===== config.mk =====
export PLATFORM = sky130hd
export DESIGN_NAME = nonce_search_ctrl
export DESIGN_NICKNAME = d
export VERILOG_FILES = /design/src/rtl/nonce_search_ctrl.sv
export SDC_FILE = /design/constraint.sdc
export NUM_CORES = 1
export LEC_CHECK = 0
export ABC_CLOCK_PERIOD_IN_PS = 3500
export BUFFER_PORTS_ARGS = -buffer_cell sky130_fd_sc_hd__buf_4
export CAP_MARGIN = 15
export CORE_MARGIN = 2
export CORE_UTILIZATION = 48
export CTS_CLUSTER_SIZE = 25
export DETAILED_ROUTE_END_ITERATION = 16
export GPL_TIMING_DRIVEN = 1
export HOLD_SLACK_MARGIN = 0.12
export PLACE_DENSITY = 0.77
export SLEW_MARGIN = 20
export SYNTH_ARGS = -nofsm -noshare
export SYNTH_HDL_FRONTEND = slang
export SYNTH_SLANG_ARGS = --single-unit

===== constraint.sdc =====
create_clock -name clk -period 3.5 [get_ports clk]
set_input_delay 0.175 -clock clk [delete_from_list [all_inputs] [get_ports clk]]
set_output_delay 0.175 -clock clk [all_outputs]
set_load 0.01 [all_outputs]

===== src/rtl/nonce_search_ctrl.sv =====
// rtl/nonce_search_ctrl.sv - closed-loop nonce search controller for the micro-hash datapath
module nonce_search_ctrl #(
   parameter int                   NONCE_W   = 32,
   parameter logic [NONCE_W-1:0]   MAX_NONCE = {NONCE_W{1'b1}},
   parameter int                   TIMEOUT   = 64
) (
   input  logic               clk,
   input  logic               reset,
   input  logic               start,
   input  logic [NONCE_W-1:0] nonce_init,
   input  logic [7:0]         target,
   input  logic               hash_valid,
   input  logic [23:0]        hash_in,
   output logic               block_req,
   output logic [NONCE_W-1:0] nonce,
   output logic               busy,
   output logic               found,
   output logic [NONCE_W-1:0] found_nonce,
   output logic [23:0]        found_hash,
   output logic               exhausted,
   output logic               timeout_err,
   output logic [NONCE_W-1:0] attempts
);

   // Counter only needs to reach TIMEOUT-1, where the wait gives up.
   localparam int          TW      = (TIMEOUT > 2) ? $clog2(TIMEOUT) : 1;
   localparam logic [TW-1:0] TMO_LIM = TW'(TIMEOUT - 1);

   typedef enum logic [2:0] {
      S_IDLE,
      S_ISSUE,
      S_WAIT,
      S_FOUND,
      S_EXHAUSTED,
      S_TIMEOUT_ERR
   } state_t;

   state_t        state;
   logic [TW-1:0] tmo_cnt;
   logic          hash_pass;
   logic          last_nonce;

   // Difficulty check on the two low hash bytes; H2 does not take part.
   // Range compare on the last nonce so a start value beyond the limit
   // ends the search at its first miss instead of wrapping the space.
   always_comb begin
      hash_pass  = (hash_in[7:0] < target) && (hash_in[15:8] < target);
      last_nonce = (nonce >= MAX_NONCE);
   end

   // Search sequencer: all outputs are registered alongside the state.
   always_ff @(posedge clk or posedge reset) begin
      if (reset) begin
         state       <= S_IDLE;
         tmo_cnt     <= '0;
         block_req   <= 1'b0;
         nonce       <= '0;
         busy        <= 1'b0;
         found       <= 1'b0;
         found_nonce <= '0;
         found_hash  <= '0;
         exhausted   <= 1'b0;
         timeout_err <= 1'b0;
         attempts    <= '0;
      end else begin
         block_req <= 1'b0;
         case (state)
            S_IDLE, S_FOUND, S_EXHAUSTED, S_TIMEOUT_ERR: begin
               if (start) begin
                  nonce       <= nonce_init;
                  attempts    <= '0;
                  found       <= 1'b0;
                  exhausted   <= 1'b0;
                  timeout_err <= 1'b0;
                  block_req   <= 1'b1;
                  busy        <= 1'b1;
                  state       <= S_ISSUE;
               end
            end
            S_ISSUE: begin
               tmo_cnt <= '0;
               state   <= S_WAIT;
            end
            S_WAIT: begin
               // A result landing on the timeout limit still counts.
               if (hash_valid) begin
                  if (attempts != {NONCE_W{1'b1}}) begin
                     attempts <= attempts + 1'b1;
                  end
                  if (hash_pass) begin
                     found_nonce <= nonce;
                     found_hash  <= hash_in;
                     found       <= 1'b1;
                     busy        <= 1'b0;
                     state       <= S_FOUND;
                  end else if (last_nonce) begin
                     exhausted <= 1'b1;
                     busy      <= 1'b0;
                     state     <= S_EXHAUSTED;
                  end else begin
                     nonce     <= nonce + 1'b1;
                     block_req <= 1'b1;
                     state     <= S_ISSUE;
                  end
               end else if (tmo_cnt == TMO_LIM) begin
                  timeout_err <= 1'b1;
                  busy        <= 1'b0;
                  state       <= S_TIMEOUT_ERR;
               end else begin
                  tmo_cnt <= tmo_cnt + 1'b1;
               end
            end
            default: begin
               busy  <= 1'b0;
               state <= S_IDLE;
            end
         endcase
      end
   end

endmodule

==> results.md <==
- Port buffer count: 192
- H-tree levels: 4
- Yosys warnings: 0
- CP max-delay cell: or2_4
- Top cell type's share of synthesized area: 47.8%
- Placed cells: 1046
- Final min period: 2.88 ns
- MaxCap Viol Count: 0
- FILL cells: 1172
- CTS tree: built
- Full die area: 15600 µm²
- Die Wd: 125 µm
- Crit end category: flop
- Worst Path Max Fanout: 58
- RSZ-0062 raised after global routing: false
- Post-cts sizing count: 0
- Final setup fails: 0
- Crit path depth: 9
- Pin count of the biggest net entering global routing: 135
- Post-Layout Cell Count: 1128
- Pwr dens: 757 nW/µm²
- Clock buffer depth: 2
- Syn Nets: 784
- Register bit total from synthesis: 134
- Critical Path AT: 3.17 ns
- Initial Utilization: 48.6%
- Post-synthesis sequential area ratio: 47.8%
- Largest delay share family, worst path: compound AO/OA/AOI/OAI gates
- Worst r2r src: state[2]
- Final period utilization: 82.2%
- Antenna diode count: 0
- Cell Area, Synth: 7010 µm²
- VDD IR max: 0.598 mV
- CP Launch Type: input port
- Logic pwr share: 39.6%
- Slew Limit Fails: 0
- Crit path from: hash_in[2]
- Int Power: 4.62 mW
- Number of synthesized flops with an enable pin: 0
- Final nets: 1017
- Switching pwr: 2.71 mW
- Slew @ Worst Pin: 0.961 ns
- Clock Pin Slew Worst Setup and Hold Paths: 0.05 ns
- Vias in the first global route: 6336
- Core Footprint: 14400 µm²
- Layout cells sized above 1: 27.4%
- Slew margin rel.: 35.9%
- Clk_skew: 0.00762 ns
- Initial antenna violation count: 0
- Max Fclk: 347 MHz
- # IOs: 193
- CP Class: input port to flop
- Cells on worst reg2reg path: 6
- Switching Fraction: 37.0%
- DRC violations left: 0
- WP buf/inv: 2
- Dpl ws: 0.736 ns
- Portion of total power attributed to sequential cells: 36.8%
- Iter 0 DRT Violations: 469
- GP Congestion: 0.815
- Rows: 44
- Crit path largest cell delay: 0.58 ns
- Most frequent cells in the layout: 200 x buf_4, 134 x dfrtp_1, 63 x nand2_1
- Dominant cells by area after synthesis: dfrtp_1 48%, mux2_1 6.3%, mux2_4 3.9%, nand2_1 3.4%, ha_1 3.0%
- Commonest non-fill, non-tap cell in the layout: buf_4
- Die Y: 125 µm
- Worst EP required: 3.79 ns
- Final Routed Wirelength: 19700 µm
- Ys async rst share: 100%
- Setup TNS: 0 ns
- Final hold violation count: 0
- Min-Delay Path Class: input port to flop
- Avg Vias per Cell: 5.64
- Yosys cell types: 60
- Syn avg cell area: 10.0 µm²
- DR WL/cell: 17.4 µm
- Clock power share: 23.7%
- Post-synth top area cell: dfrtp_1
- Root Driver: clkbuf_16
- First-pass GRT wire length: 32200 µm
- Flop2flop setup slack: 0.85 ns
- Vias: 6362
- Primary FF master, synth: dfrtp_1
- Syn Inst Count: 699
- TritonCTS buffer count: 17
- Reg2reg end: nonce[23]
- Post-detail-place hpwl: 12800 µm
- GRT Overall Usage: 25.4%
- First-pass DRT Iterations: 5
- Worst setup path endpoint: found_hash[19]
- Leak: 4.46 nW
- Skew-Pair Late Insertion Delay: 0.42 ns
- PnR worst setup slack: 0.622 ns
- Total global routing overflow: 0
- Antenna Nets Post-Route: 0
- Clk sink count: 134
- Status: finished clean
- Worst path cell trace: dlygate4sd3_1 -> buf_4 -> ha_1 -> a211oi_2 -> o21ai_1 -> a2111oi_4 -> nand3_2 -> or2_4 -> mux2_1
- Synth-to-Final Area Change: 38.0%
[layout make-up]
cell class / instances / area (µm²) / area share, %
timing repair buffer: 252 / 2030 / 21.0
clock buffer: 23 / 468 / 4.84
multi-input combinational: 507 / 3410 / 35.3
tap: 184 / 230 / 2.38
clock inverter: 8 / 100 / 1.03
inverter: 20 / 78.8 / 0.815
sequential: 134 / 3350 / 34.7
[registers in the layout, indices dropped and copies added, names as in the netlist]
register,flops
found,1
found_nonce,32
found_hash,24
tmo_cnt,6
exhausted,1
timeout_err,1
busy,1
attempts,32
nonce,32
state,3
block_req,1
[cells by family after synthesis]
kind of cell | synth area share, %
adder cells (fa/ha/maj) | 3.03
AO/OA/AOI/OAI | 12.1
buffers and inverters | 3.59
flip-flops | 47.8
XOR/XNOR | 3.50
multiplexers | 10.9
AND/OR/NAND/NOR | 19.1
[metal layers]
metal,share of wire [%],vias to the layer above,global-route usage (%)
met5,0,-,0
met4,1.8,0,7.84
met3,6.1,34,6.53
met2,49,244,41.8
met1,43,3083,33.0
li1,-,3001,-
[Yosys cell counts, types with 20 or more instances]
cell and number:
nor2_1 52, o21ai_0 42, nand2_1 63, dfrtp_1 134
clkbuf_1 20, nand4_1 21, nor3_1 21, a31oi_1 24
mux2_1 39, a21oi_1 37, nand3_1 37
[worst min-delay path by stage]
stage / start / end / slack, ns / depth (start not counted)
floorplan: hash_in[18] / found_hash[18] / 0.31 / 1
detailed placement: hash_in[23] / found_hash[23] / 0.39 / 2
global placement: hash_in[23] / found_hash[23] / 0.39 / 2
CTS: nonce_init[1] / nonce[1] / 0.12 / 3
finish: nonce_init[10] / nonce[10] / 0.13 / 3
global route: nonce_init[10] / nonce[10] / 0.13 / 3
[stage by stage]
step                instance area [µm²]  util [%]  hold slack, ns  power, mW
floorplan                          7020         -           0.307       4.18
CTS                                9680      67.1           0.122       7.34
global route                       9680      67.1           0.129       7.75
global placement                   8600      59.6           0.388       5.46
detailed placement                 8600      59.6           0.393       5.53
finish                             9680      67.1           0.125       7.33
[timing repair]
item | CTS | global route
endpoints found under the hold margin | 185 | 0
hold buffers | 51 | 0
setup buffers | 0 | 0
[power by group through the flow]
stage               sequential, mW  clock [mW]  combinational, mW
floorplan                     2.79           0               1.39
global placement              2.67           0               2.79
detailed placement            2.69           0               2.84
CTS                           2.68        1.76               2.90
global route                  2.79        1.84               3.13
finish                        2.69        1.74               2.90
[worst reg2reg max path: stages (launching register included)]
cell and delay (ns):
dfrtp_1 0.44, nand2b_1 0.22, a32o_1 0.68, and2_1 0.30, nand2_4 0.12, inv_2 0.41, mux2_1 0.37
Power figures use the tool's default switching activity.
